<file path="src/rtl/cam_resp_pkg.sv">
// Shared types and constants for the CAM bus responder: FSM state encoding,
// key-length codes and the reset values of the operand registers.
package cam_resp_pkg;

  typedef enum logic [2:0] {
    ST_IDLE,
    ST_KEY_RUN,
    ST_READY,
    ST_DATA_RUN,
    ST_OUT_HOLD,
    ST_ERROR
  } state_t;

  localparam logic [1:0] KLEN_128  = 2'b00;
  localparam logic [1:0] KLEN_192  = 2'b01;
  localparam logic [1:0] KLEN_256  = 2'b10;
  localparam logic [1:0] KLEN_RSVD = 2'b11;

  localparam logic [1:0] RST_K_LEN   = KLEN_256;
  localparam logic       RST_ENC_DEC = 1'b1;

endpackage

</file>
<file path="src/rtl/cam_bus_responder_if.sv">
// Host-side request/acknowledge bus plus cipher-core command bus of the responder.
// slave = responder view, master = host/core view.
interface cam_bus_responder_if #(parameter int KLEN_W = 2);
  logic [127:0]      cam_data_in;
  logic [255:0]      cam_key;
  logic [KLEN_W-1:0] cam_k_len;
  logic              cam_enc_dec;
  logic              cam_data_rdy;
  logic              cam_key_rdy;
  logic [127:0]      cam_data_out;
  logic              cam_data_acq;
  logic              cam_key_acq;
  logic              cam_output_rdy;
  logic              core_key_load;
  logic              core_start;
  logic [255:0]      core_key;
  logic [KLEN_W-1:0] core_k_len;
  logic [127:0]      core_data;
  logic              core_enc_dec;
  logic              core_done;
  logic [127:0]      core_result;
  logic              err;

  modport slave (
    input  cam_data_in, cam_key, cam_k_len, cam_enc_dec, cam_data_rdy, cam_key_rdy,
    input  core_done, core_result,
    output cam_data_out, cam_data_acq, cam_key_acq, cam_output_rdy,
    output core_key_load, core_start, core_key, core_k_len, core_data, core_enc_dec,
    output err
  );

  modport master (
    output cam_data_in, cam_key, cam_k_len, cam_enc_dec, cam_data_rdy, cam_key_rdy,
    output core_done, core_result,
    input  cam_data_out, cam_data_acq, cam_key_acq, cam_output_rdy,
    input  core_key_load, core_start, core_key, core_k_len, core_data, core_enc_dec,
    input  err
  );
endinterface

</file>
<file path="src/rtl/cam_resp_timer.sv">
// Timeout down-counter: loads TIMEOUT_CYCLES-1 on clear, counts while enabled,
// flags expiry on the last enabled cycle so err rises TIMEOUT_CYCLES after entry.
module cam_resp_timer #(
  parameter int TIMEOUT_CYCLES = 64
) (
  input  logic clk,
  input  logic rst,
  input  logic clear_i,
  input  logic enable_i,
  output logic expired_o
);

  localparam int CNT_W = $clog2(TIMEOUT_CYCLES + 1);
  localparam logic [CNT_W-1:0] LOAD_VAL = CNT_W'(TIMEOUT_CYCLES - 1);

  logic [CNT_W-1:0] cnt_q, cnt_d;

  always_comb begin
    cnt_d = cnt_q;
    if (clear_i) begin
      cnt_d = LOAD_VAL;
    end else if (enable_i && (cnt_q != '0)) begin
      cnt_d = cnt_q - CNT_W'(1);
    end
  end

  always_ff @(posedge clk or negedge rst) begin
    if (!rst) cnt_q <= '0;
    else      cnt_q <= cnt_d;
  end

  assign expired_o = enable_i && (cnt_q == '0);

endmodule

</file>
<file path="src/rtl/cam_bus_responder.sv">
// Host-to-cipher-core responder: key load, block processing with a four-phase
// result handshake, sticky error. Optional timeout via CAM_RESP_TIMEOUT_EN.
//
// state     | meaning
// IDLE      | no valid key; waiting for cam_key_rdy
// KEY_RUN   | core expanding key; waiting for core_done
// READY     | key valid; waiting for a fresh cam_data_rdy request
// DATA_RUN  | core processing a block; waiting for core_done
// OUT_HOLD  | result presented; waiting for cam_data_rdy to drop
// ERROR     | reserved k_len or timeout; left only by reset
module cam_bus_responder
  import cam_resp_pkg::*;
#(
  parameter int TIMEOUT_CYCLES = 64,
  parameter int KLEN_W         = 2
) (
  input logic               clk,
  input logic               rst,
  cam_bus_responder_if.slave bus
);

  state_t            state_q, state_d;
  logic [127:0]      data_out_q, data_out_d;
  logic [127:0]      core_data_q, core_data_d;
  logic [255:0]      core_key_q, core_key_d;
  logic [KLEN_W-1:0] k_len_q, k_len_d;
  logic              enc_dec_q, enc_dec_d;
  logic              key_load_q, key_load_d;
  logic              start_q, start_d;
  logic              key_acq_q, key_acq_d;
  logic              data_acq_q, data_acq_d;
  logic              out_rdy_q, out_rdy_d;
  logic              err_q, err_d;
  logic              armed_q, armed_d;
  logic              timer_clr, timer_en, timeout_hit;

  always_comb begin
    state_d     = state_q;
    data_out_d  = data_out_q;
    core_data_d = core_data_q;
    core_key_d  = core_key_q;
    k_len_d     = k_len_q;
    enc_dec_d   = enc_dec_q;
    key_load_d  = 1'b0;
    start_d     = 1'b0;
    key_acq_d   = 1'b0;
    data_acq_d  = 1'b0;
    out_rdy_d   = out_rdy_q;
    err_d       = err_q;
    // A block may only start after data_rdy has been seen low since the last one
    armed_d     = armed_q | ~bus.cam_data_rdy;
    timer_clr   = 1'b0;
    timer_en    = 1'b0;
    case (state_q)
      ST_IDLE: begin
        if (bus.cam_key_rdy) begin
          if (bus.cam_k_len == KLEN_W'(KLEN_RSVD)) begin
            err_d   = 1'b1;
            state_d = ST_ERROR;
          end else begin
            core_key_d = bus.cam_key;
            k_len_d    = bus.cam_k_len;
            key_load_d = 1'b1;
            timer_clr  = 1'b1;
            state_d    = ST_KEY_RUN;
          end
        end
      end
      ST_KEY_RUN: begin
        timer_en = 1'b1;
        if (bus.core_done) begin
          key_acq_d = 1'b1;
          state_d   = ST_READY;
        end else if (timeout_hit) begin
          err_d   = 1'b1;
          state_d = ST_ERROR;
        end
      end
      ST_READY: begin
        if (!bus.cam_key_rdy) begin
          state_d = ST_IDLE;
        end else if (bus.cam_data_rdy && armed_q) begin
          core_data_d = bus.cam_data_in;
          enc_dec_d   = bus.cam_enc_dec;
          data_acq_d  = 1'b1;
          start_d     = 1'b1;
          armed_d     = 1'b0;
          timer_clr   = 1'b1;
          state_d     = ST_DATA_RUN;
        end
      end
      ST_DATA_RUN: begin
        timer_en = 1'b1;
        if (bus.core_done) begin
          data_out_d = bus.core_result;
          out_rdy_d  = 1'b1;
          state_d    = ST_OUT_HOLD;
        end else if (timeout_hit) begin
          err_d   = 1'b1;
          state_d = ST_ERROR;
        end
      end
      ST_OUT_HOLD: begin
        if (!bus.cam_data_rdy) begin
          out_rdy_d = 1'b0;
          state_d   = ST_READY;
        end
      end
      ST_ERROR: begin
        out_rdy_d = 1'b0;
        err_d     = 1'b1;
      end
      default: state_d = ST_IDLE;
    endcase
  end

  always_ff @(posedge clk or negedge rst) begin
    if (!rst) begin
      state_q     <= ST_IDLE;
      data_out_q  <= '0;
      core_data_q <= '0;
      core_key_q  <= '0;
      k_len_q     <= KLEN_W'(RST_K_LEN);
      enc_dec_q   <= RST_ENC_DEC;
      key_load_q  <= 1'b0;
      start_q     <= 1'b0;
      key_acq_q   <= 1'b0;
      data_acq_q  <= 1'b0;
      out_rdy_q   <= 1'b0;
      err_q       <= 1'b0;
      armed_q     <= 1'b0;
    end else begin
      state_q     <= state_d;
      data_out_q  <= data_out_d;
      core_data_q <= core_data_d;
      core_key_q  <= core_key_d;
      k_len_q     <= k_len_d;
      enc_dec_q   <= enc_dec_d;
      key_load_q  <= key_load_d;
      start_q     <= start_d;
      key_acq_q   <= key_acq_d;
      data_acq_q  <= data_acq_d;
      out_rdy_q   <= out_rdy_d;
      err_q       <= err_d;
      armed_q     <= armed_d;
    end
  end

`ifdef CAM_RESP_TIMEOUT_EN
  cam_resp_timer #(.TIMEOUT_CYCLES(TIMEOUT_CYCLES)) u_timer (
    .clk       (clk),
    .rst       (rst),
    .clear_i   (timer_clr),
    .enable_i  (timer_en),
    .expired_o (timeout_hit)
  );
`else
  // Without the timer the run states wait for core_done indefinitely
  logic unused_tmr;
  assign timeout_hit = 1'b0;
  assign unused_tmr  = ^{timer_clr, timer_en, (TIMEOUT_CYCLES > 0)};
`endif

  assign bus.cam_data_out   = data_out_q;
  assign bus.cam_data_acq   = data_acq_q;
  assign bus.cam_key_acq    = key_acq_q;
  assign bus.cam_output_rdy = out_rdy_q;
  assign bus.core_key_load  = key_load_q;
  assign bus.core_start     = start_q;
  assign bus.core_key       = core_key_q;
  assign bus.core_k_len     = k_len_q;
  assign bus.core_data      = core_data_q;
  assign bus.core_enc_dec   = enc_dec_q;
  assign bus.err            = err_q;

endmodule

</file>
<file path="src/flat_wrapper.sv">
// flat-port wrapper written by rule: the top's interface ports become plain ports
module cam_bus_responder_flat import cam_resp_pkg::*;
#(
  parameter int TIMEOUT_CYCLES = 64,
  parameter int KLEN_W         = 2
)
  (clk, rst, bus_cam_data_in, bus_cam_key, bus_cam_k_len, bus_cam_enc_dec, bus_cam_data_rdy, bus_cam_key_rdy, bus_core_done, bus_core_result, bus_cam_data_out, bus_cam_data_acq, bus_cam_key_acq, bus_cam_output_rdy, bus_core_key_load, bus_core_start, bus_core_key, bus_core_k_len, bus_core_data, bus_core_enc_dec, bus_err);
  cam_bus_responder_if #(.KLEN_W(KLEN_W)) bus_i ();
  input logic clk;
  input logic rst;
  input wire logic [$bits(bus_i.cam_data_in)-1:0] bus_cam_data_in;
  input wire logic [$bits(bus_i.cam_key)-1:0] bus_cam_key;
  input wire logic [$bits(bus_i.cam_k_len)-1:0] bus_cam_k_len;
  input wire logic [$bits(bus_i.cam_enc_dec)-1:0] bus_cam_enc_dec;
  input wire logic [$bits(bus_i.cam_data_rdy)-1:0] bus_cam_data_rdy;
  input wire logic [$bits(bus_i.cam_key_rdy)-1:0] bus_cam_key_rdy;
  input wire logic [$bits(bus_i.core_done)-1:0] bus_core_done;
  input wire logic [$bits(bus_i.core_result)-1:0] bus_core_result;
  output wire logic [$bits(bus_i.cam_data_out)-1:0] bus_cam_data_out;
  output wire logic [$bits(bus_i.cam_data_acq)-1:0] bus_cam_data_acq;
  output wire logic [$bits(bus_i.cam_key_acq)-1:0] bus_cam_key_acq;
  output wire logic [$bits(bus_i.cam_output_rdy)-1:0] bus_cam_output_rdy;
  output wire logic [$bits(bus_i.core_key_load)-1:0] bus_core_key_load;
  output wire logic [$bits(bus_i.core_start)-1:0] bus_core_start;
  output wire logic [$bits(bus_i.core_key)-1:0] bus_core_key;
  output wire logic [$bits(bus_i.core_k_len)-1:0] bus_core_k_len;
  output wire logic [$bits(bus_i.core_data)-1:0] bus_core_data;
  output wire logic [$bits(bus_i.core_enc_dec)-1:0] bus_core_enc_dec;
  output wire logic [$bits(bus_i.err)-1:0] bus_err;
  assign bus_i.cam_data_in = bus_cam_data_in;
  assign bus_i.cam_key = bus_cam_key;
  assign bus_i.cam_k_len = bus_cam_k_len;
  assign bus_i.cam_enc_dec = bus_cam_enc_dec;
  assign bus_i.cam_data_rdy = bus_cam_data_rdy;
  assign bus_i.cam_key_rdy = bus_cam_key_rdy;
  assign bus_i.core_done = bus_core_done;
  assign bus_i.core_result = bus_core_result;
  assign bus_cam_data_out = bus_i.cam_data_out;
  assign bus_cam_data_acq = bus_i.cam_data_acq;
  assign bus_cam_key_acq = bus_i.cam_key_acq;
  assign bus_cam_output_rdy = bus_i.cam_output_rdy;
  assign bus_core_key_load = bus_i.core_key_load;
  assign bus_core_start = bus_i.core_start;
  assign bus_core_key = bus_i.core_key;
  assign bus_core_k_len = bus_i.core_k_len;
  assign bus_core_data = bus_i.core_data;
  assign bus_core_enc_dec = bus_i.core_enc_dec;
  assign bus_err = bus_i.err;
  cam_bus_responder #(.TIMEOUT_CYCLES(TIMEOUT_CYCLES), .KLEN_W(KLEN_W)) u_core (.clk(clk), .rst(rst), .bus(bus_i));
endmodule
</file>
<file path="config.mk">
export PLATFORM = sky130hd
export DESIGN_NAME = cam_bus_responder_flat
export DESIGN_NICKNAME = d
export VERILOG_FILES = /design/src/rtl/cam_resp_pkg.sv /design/src/rtl/cam_bus_responder_if.sv /design/src/rtl/cam_resp_timer.sv /design/src/rtl/cam_bus_responder.sv /design/src/flat_wrapper.sv
export SDC_FILE = /design/constraint.sdc
export NUM_CORES = 1
export LEC_CHECK = 0
export ABC_AREA = 1
export CORE_AREA = 2 2 411 413
export DETAILED_ROUTE_END_ITERATION = 10
export DIE_AREA = 0 0 413 415
export HOLD_SLACK_MARGIN = 0.1
export PLACE_DENSITY = 0.41
export SYNTH_ARGS = -nofsm -noshare
export SYNTH_HDL_FRONTEND = slang
export SYNTH_SLANG_ARGS = --single-unit
export TNS_END_PERCENT = 1
</file>
<file path="constraint.sdc">
create_clock -name clk -period 2 [get_ports clk]
set_clock_uncertainty 0.2 [all_clocks]
set_input_delay 0.4 -clock clk [delete_from_list [all_inputs] [get_ports clk]]
set_output_delay 0.4 -clock clk [all_outputs]
set_load 0.05 [all_outputs]
</file>
# == Word-level counts from Yosys, hierarchy flattened ==
# Index checks and enable logic that the tools add are counted.
# word_totals
ff_bits,524
in_bits,520
# op_classes
n_reduce_logical,10
mux,25
bitwise,4
eq_ne,12
# op_table
op,n
$mux 3,7
$pmux 3 s6,1
$mux 1,15
$reduce_and 3->1,4
$ne 2x2->1 const B,4
$eq 3x2->1 const B,2
$eq 3x3->1 const B,2
$reduce_and 6->1,1
$eq 3x1->1 const B,1
$logic_not 3->1,1
$ne 3x2->1 const B,1
$not 1->1,3
$pmux 1 s3,1
$reduce_bool 3->1,1
$eq 2x2->1 const B,1
$ne 2x1->1 const B,1
$pmux 1 s2,1
$reduce_and 2->1,1
$reduce_bool 2->1,1
$logic_and 1x1->1,1
$or 1x1->1,1

# == Longest topological paths before layout ==
# logic_depth
ltp_word,5
mapped_depth,8
ltp_nobuf,8

# == Least setup slack after synthesis ==
# No wires, ideal clock.
# synth_timing
path_kind,register -> register
startpoint,reg u_core.state_q[0]
endpoint,"reg u_core.core_key_q[100], in the netlist u_core.bus.core_key[100]"
arrival_time_ps,1296
slack_ps,381
path_buffers,3
path_stages_with_launch,8
period_less_slack_ps,1619
required_time_ps,1677
setup_time_ps,123
cell_sequence,dfrtp_1 buf_2 nor2_4 nand3_2 buf_2 clkbuf_1 o21ai_0 nand2_1
# synth_between
elab_chain_len,2
# synth_lines
item,line,text
start: declaration,cam_bus_responder.sv:22,"state_t state_q, state_d;"
start signal: assignment,cam_bus_responder.sv:133,state_q <= state_d;
$logic_not 3->1,cam_bus_responder.sv:54,case (state_q)
$reduce_and 3->1 (no line),n/a,
end signal: assignment,cam_bus_responder.sv:136,core_key_q <= core_key_d;
end: declaration,cam_bus_responder.sv:25,"logic [255:0] core_key_q, core_key_d;"
# No other way between the ends.
# A chain may end at the register's enable or synchronous reset.

# == Worst setup path in the final report ==
# layout_timing
startpoint,"reg u_core.enc_dec_q, in the netlist u_core.bus.core_enc_dec"
endpoint,out bus_core_enc_dec
# layout_rtl
item,line,text
start: declaration,cam_bus_responder.sv:27,"logic enc_dec_q, enc_dec_d;"
start signal: assignment,cam_bus_responder.sv:138,enc_dec_q <= enc_dec_d;
end: declaration,flat_wrapper.sv:28,output wire logic [$bits(bus_i.core_enc_dec)-1:0] bus_core_enc_dec;
# No word-level cell between the ends.

==> impl_metrics.csv <==
group,metric,value,unit
critical_path,crit_buf_inv,1,
detailed_routing,ant_nets,0,
critical_path,r2r-end,"u_core.bus.core_key[213]",
power_and_ir_drop,power_density,1730,mW/mm²
logic_synthesis,synth_top_area_share,64.19,%
min_path,min_path_type,"in2reg",
die,start_util,12.21,%
detailed_routing,via_count,21150,
detailed_routing,drcViolationCount,0,
clocking,cts_tree,"done",
critical_path,criticalPathCategory,"reg2out",
detailed_routing,drt_wl_total,110600,µm
die,die_width,413,µm
critical_path,cpLargestDelayFamily,"flip-flops",
critical_path,max_stage_delay,560,ps
global_routing,grt_usage,12.48,%
clocking,clkTransAtPathRegs,50,ps
finish,finalNonFillerCells,6066,
die,core,0.1667,mm²
placed_design,place_ws,-355.8,ps
detailed_routing,routedWlPerCell,18.23,µm
finish,fin_nets,4328,
timing,maxSlewHeadroom,59.35,%
power_and_ir_drop,pwr-share-clk,19.0,%
critical_path,cp-end-kind,"primary output",
clocking,cts_buffers,71,
logic_synthesis,yosysTopAreaCell,"dfrtp_1",
timing,hold_viol,0,
logic_synthesis,synth_warnings,0,
finish,syn_to_final_growth,96.82,%
clocking,cts.sinks,524,
timing,max_freq,0.5141,GHz
placed_design,hpwl,84770,µm
critical_path,worst-path-max-fanout,2,
critical_path,cp_data_required_time,1400,ps
global_routing,grt_pass1_wl,157200,µm
logic_synthesis,synth.avg_cell_area,8.992,µm²
logic_synthesis,ys_top_cells_by_area,"dfrtp_1 (64%), nand2_1 (19%), o21ai_0 (9.3%)",
power_and_ir_drop,switchingPower,0.03510,W
logic_synthesis,synth_cell_type_count,17,
global_routing,grt_pass1_vias,22150,
critical_path,critPathLaunchType,"flip-flop",
timing,rsz0062_at_grt,"true",
placed_design,port_buffers,1040,
min_path,hold_end,"u_core.bus.core_data[82]",
timing,finalCritPeriodShare,97.26,%
timing,slew_violations,0,
clocking,htreeDepth,3,
timing,setup_ws,54.79,ps
critical_path,r2r_start,"u_core.state_q[1]",
global_routing,gr-total-overflow,0,
global_routing,grt_max_degree,79,
power_and_ir_drop,p_sw_share,50.66,%
status,status,"complete, no violations",
min_path,whs_path_depth,3,
power_and_ir_drop,pwr-share-comb,54.1,%
critical_path,r2r_slack,130,ps
die,die_h,415,µm
die,num_io_pins,1041,
clocking,cts_root_buf,"clkbuf_16",
critical_path,cpMaxStageDelayCell,"dfstp_2",
detailed_routing,drtIter0Drc,1337,
detailed_routing,first_pass_iters,5,
power_and_ir_drop,seq_power_share,26.9,%
logic_synthesis,netlist_area,0.02035,mm²
finish,postLayoutCellArea,0.04005,mm²
placed_design,placed_area,0.03312,mm²
placed_design,place.gp.congestion,0.8316,
clocking,clock_path_buffers,3,
finish,drive_above_1_share,20.22,%
placed_design,dp_cells,5494,
job,maxCapViolations,0,
logic_synthesis,seq_area_frac_synth,64.45,%
clocking,clock_latency,650,ps
detailed_routing,via_per_inst,3.487,
critical_path,cp_cell_sequence,"buf_12",
logic_synthesis,syn-num-nets,2783,
critical_path,r2r_cells,7,
finish,fillers,18160,
timing,period_needed,1945,ps
logic_synthesis,ys_seq_elements,524,
clocking,post_cts_buffers,0,
die,die_area,0.1714,mm²
timing,setup_viol,0,
power_and_ir_drop,ir_worst_vdd,0.9776,mV
power_and_ir_drop,p_int,0.03418,W
min_path,holdCritStartpoint,"bus_cam_data_in[82]",
die,rows,150,
timing,worst_slew_pin_slew,607.8,ps
power_and_ir_drop,p_leak,19.32,nW
logic_synthesis,synthCells,2263,
global_routing,grt_antenna_before_repair,16,
critical_path,cp_data_arrival_time,1350,ps
registers in the layout, indices dropped and copies added (netlist names):
signal                     flops
u_core.bus.core_key          256
u_core.bus.cam_key_acq         1
u_core.state_q                 3
u_core.bus.core_key_load       1
u_core.bus.cam_output_rdy      1
u_core.bus.err                 1
u_core.bus.core_data         128
u_core.bus.core_start          1
u_core.bus.core_k_len          2
u_core.bus.cam_data_out      128
u_core.bus.core_enc_dec        1
u_core.armed_q                 1
power groups by stage:
stage | logic (W) | registers, W | clock network [W]
floorplan | 0.00565 | 0.0350 | 0
global placement | 0.0369 | 0.0186 | 0
global route | 0.0395 | 0.0192 | 0.0141
CTS | 0.0380 | 0.0186 | 0.0137
detailed placement | 0.0370 | 0.0186 | 0
finish | 0.0375 | 0.0186 | 0.0131
cell usage after synthesis:
| cell type | number |
|---|---|
| nand4_1 | 2 |
| nand3_1 | 10 |
| o21ai_1 | 10 |
| a31o_2 | 1 |
| clkbuf_1 | 73 |
| nand2_1 | 1050 |
| buf_2 | 32 |
| buf_1 | 1 |
| inv_1 | 133 |
| buf_4 | 36 |
| nand3_2 | 1 |
| nor2_4 | 2 |
| dfstp_2 | 2 |
| nor2_1 | 5 |
| inv_2 | 4 |
| o21ai_0 | 379 |
| dfrtp_1 | 522 |
per-stage QoR:
stage / total power (W) / setup TNS, ps / hold slack (ps) / utilization (%)
2_1_floorplan: 0.04067 / 0 / -95.59 / -
5_1_grt: 0.07284 / -68.46 / 121.8 / 24.03
4_1_cts: 0.07024 / -94.16 / 100.2 / 24.02
6_report: 0.06928 / 0 / 154.7 / 24.03
3_3_place_gp: 0.05557 / -100570 / 92.26 / 19.87
3_5_place_dp: 0.05564 / -108990 / 88.44 / 19.87
area by class of cell:
class                           instances  area (µm²)  share of cell area [%]
Timing Repair Buffer                 1614       15230                   38.02
Antenna cell                            5       12.51                 0.03124
Sequential cell                       524       13130                   32.78
Clock buffer                          102        2085                   5.205
Multi-Input combinational cell       1460        6018                   15.03
Clock inverter                         20       300.3                  0.7498
Tap cell                             2204        2758                   6.886
Inverter                              137       521.8                   1.303
worst max path at each step:
| stage | start | to | slack, ps | depth (start not counted) |
|---|---|---|---|---|
| floorplan | u_core.state_q[0] | u_core.bus.core_key[100] | 380 | 7 |
| finish | u_core.bus.core_enc_dec | bus_core_enc_dec | 50 | 1 |
| global placement | bus_cam_k_len[0] | u_core.bus.core_key[213] | -320 | 8 |
| detailed placement | bus_cam_k_len[0] | u_core.bus.core_key[213] | -360 | 8 |
| global route | u_core.bus.core_enc_dec | bus_core_enc_dec | -40 | 1 |
| CTS | u_core.bus.core_enc_dec | bus_core_enc_dec | -40 | 1 |
tightest hold or removal path: stages:
cell and delay [ps]:
clkdlybuf4s50_1 400, nand2_1 100, nand2_1 60
what timing repair did:
action,in CTS,in global routing
hold buffers,445,0
resized for setup,28,0
endpoints found under the hold margin,965,0
setup endpoints to repair,21,2
kinds of logic (layout without fill, tap and decap cells):
family | after synthesis | in the layout | share of synthesized area (%)
buffers and inverters | 279 | 1873 | 6.007
flip-flops | 524 | 524 | 64.45
AO/OA/AOI/OAI | 390 | 390 | 9.611
AND/OR/NAND/NOR | 1070 | 1070 | 19.93
other | 0 | 5 | 0
layout by cell type (no fill, tap or decap), types with 2 or more instances in the layout:
master           synthesis  final
nand2_1               1050   1050
buf_4                   36    582
clkdlybuf4s50_1          0    518
dfrtp_1                522    512
dlygate4sd3_1            0    445
o21ai_0                379    379
inv_1                  133    133
clkbuf_16                0     72
buf_12                   0     50
buf_6                    0     18
clkbuf_8                 0     17
clkbuf_1                73     13
nand3_1                 10     10
o21ai_1                 10     10
dfrtp_2                  0     10
clkinv_2                 0      6
diode_2                  0      5
nor2_1                   5      5
inv_6                    0      3
clkinv_16                0      3
bufinv_16                0      3
nor2_4                   2      2
inv_2                    4      2
nand4_1                  2      2
clkinv_4                 0      2
inv_16                   0      2
clkinvlp_4               0      2
dfstp_2                  2      2
metal layers:
layer	GRT usage, %	up-vias	routed length, µm
li1	-	10140	-
met1	15.14	10170	46100
met2	20.92	710	53100
met3	4.005	137	8540
met4	3.606	2	2836
met5	0	-	13
Power figures use the tool's default switching activity.
==> RTL change (same settings) <==
`KLEN_W` is set to 2 in 3 places; all go to 3.
--- a/src/rtl/cam_bus_responder_if.sv
+++ b/src/rtl/cam_bus_responder_if.sv
@@ -1,5 +1,5 @@
 // Host-side request/acknowledge bus plus cipher-core command bus of the responder.
 // slave = responder view, master = host/core view.
-interface cam_bus_responder_if #(parameter int KLEN_W = 2);
+interface cam_bus_responder_if #(parameter int KLEN_W = 3);
   logic [127:0]      cam_data_in;
   logic [255:0]      cam_key;
--- a/src/rtl/cam_bus_responder.sv
+++ b/src/rtl/cam_bus_responder.sv
@@ -13,5 +13,5 @@
 #(
   parameter int TIMEOUT_CYCLES = 64,
-  parameter int KLEN_W         = 2
+  parameter int KLEN_W         = 3
 ) (
   input logic               clk,
--- a/src/flat_wrapper.sv
+++ b/src/flat_wrapper.sv
@@ -3,5 +3,5 @@
 #(
   parameter int TIMEOUT_CYCLES = 64,
-  parameter int KLEN_W         = 2
+  parameter int KLEN_W         = 3
 )
   (clk, rst, bus_cam_data_in, bus_cam_key, bus_cam_k_len, bus_cam_enc_dec, bus_cam_data_rdy, bus_cam_key_rdy, bus_core_done, bus_core_result, bus_cam_data_out, bus_cam_data_acq, bus_cam_key_acq, bus_cam_output_rdy, bus_core_key_load, bus_core_start, bus_core_key, bus_core_k_len, bus_core_data, bus_core_enc_dec, bus_err);
Interface: changed (resized bus_cam_k_len and bus_core_k_len); port bits go from 1041 to 1043. The function was not compared with the original's and may differ.
==> RTL change against the unedited design <==
- setup slack got worse by 8.0 ps
- synthesized cell count rose by 0.31%
- total power rose by 1.1%
- final area rose by 0.15%
- wire length rose by 0.22%
- sequential cell count rose by 1
- area after synthesis rose by 0.46%
- combinational power rose by 2%
- count of clock-buffer cells in the layout rose by 13
- core utilization barely moved
- first-iteration DRC count fell by 9.1%
- global-route usage rose by 0.083 points
==> RTL change: results <==
export IMPL_synth_top_cells_by_area="sky130_fd_sc_hd__dfrtp_1 (64%), sky130_fd_sc_hd__nand2_1 (19%), sky130_fd_sc_hd__o21ai_0 (9.5%)"
export IMPL_grt_first_pass_wirelength_microns=158000
export IMPL_synth_compound_area_share_pct=9.62
export IMPL_clock_buffer_count_from_cts=72
export IMPL_detailed_place_hpwl_microns=86100
export IMPL_proportion_of_synthesized_chip_area_in_sequential_cells_pct=64.3
export IMPL_max_slew_margin_pct=63.7
export IMPL_finish_cell_count_without_fillers=6099
export IMPL_dpl_cell_count=5518
export IMPL_yosysWarningCount=0
export IMPL_drt_iter0_markers=1215
export IMPL_grtUsageMet3_pct=4.82
export IMPL_combPwrFrac_pct=54.6
export IMPL_gr_usage_all_layers_pct=12.6
export IMPL_grt_max_degree=95
export IMPL_hold_path_endpoint="u_core.bus.cam_data_out[6]"
export IMPL_timing_critical_path_max_delay_family="flip-flops"
export IMPL_rd_place_congestion=0.855
export IMPL_cp_endpoint="bus_core_k_len[1]"
export IMPL_hold_path_startpoint="bus_core_result[6]"
export IMPL_yosysUniqueCellTypes=21
export IMPL_met1_usage_pct=14.5
export IMPL_postSynthNetCount=2791
export IMPL_p_seq_mw=18.6
export IMPL_route_layer_met1_wl_microns=43900
export IMPL_dr_max_layer_used="met4"
export IMPL_p_leak_nw=19.3
export IMPL_status="finished, final reports clean"
export IMPL_irDropWorstVdd_mv=0.742
export IMPL_synth_mux_area_share_pct=0
export IMPL_met3WireLength_microns=9810
export IMPL_worstSetupStartpoint="u_core.bus.core_k_len[1]"
export IMPL_async_flop_share_pct=100
export IMPL_met2_global_route_usage_pct=21.1
export IMPL_grt_pass1_vias=22291
export IMPL_grt_antenna_before_repair=15
export IMPL_finalNetCount=4348
export IMPL_number_of_cell_instances_on_the_worst_register_to_register_path=7
export IMPL_switching_part_of_the_total_power_pct=50.9
export IMPL_routed_wl_met2_microns=54000
export IMPL_fillerInstances=18266
export IMPL_post_route_cells_drive_above_1_share_pct=20.2
export IMPL_wl_microns=111000
export IMPL_vias=21058
export IMPL_avgSynthCellArea_sq_um=9.01
export IMPL_io_buffers=1042
export IMPL_r2r_end="u_core.bus.core_key[194]"
export IMPL_timing_reg2reg_setup_slack_ps=70
RTL change: cell types whose count changed after synthesis, moves of 3 or more:
cell,change
sky130_fd_sc_hd__inv_2,-4
sky130_fd_sc_hd__o21ai_0,+11
sky130_fd_sc_hd__buf_2,-9
sky130_fd_sc_hd__nand3_1,-4
sky130_fd_sc_hd__buf_6,+23
sky130_fd_sc_hd__buf_4,-35
sky130_fd_sc_hd__nand2_1,+6
sky130_fd_sc_hd__o21ai_1,-10
sky130_fd_sc_hd__inv_1,+6
sky130_fd_sc_hd__clkbuf_1,+13
sky130_fd_sc_hd__buf_1,+8
sky130_fd_sc_hd__nor2_1,-3
RTL change: layout make-up:
class                   instances  share of cell area [%]
diodes                         10                  0.0624
flip-flops and latches        525                    32.8
well taps                    2204                    6.88
clock inverters                17                   0.708
repair buffers               1625                    37.9
multi-input cells            1464                    15.1
inverters                     139                    1.33
clock buffers                 115                    5.27
RTL change: timing repair:
item / CTS / global route
hold buffers: 439 / 0
gates resized for setup: 17 / 13
buffers inserted: 0 / 0
hold endpoints to repair: 961 / 0
pin swaps: 2 / 0
endpoints found under the setup margin: 131 / 155
RTL change: per-stage QoR:
| step | area, sq um | setup slack (ps) | hold slack, ps | setup TNS [ps] | power (mW) |
|---|---|---|---|---|---|
| finish | 40100 | 46.7 | 154 | 0 | 70.1 |
| global route | 40100 | -53.3 | 119 | -1290 | 73.8 |
| CTS | 40000 | -38.7 | 100 | -116 | 71.0 |
| detailed placement | 33200 | -511 | 113 | -159410 | 56.4 |
| global placement | 33200 | -463 | 119 | -151880 | 56.3 |
| floorplan | 20400 | 294 | -95.6 | 0 | 41.5 |
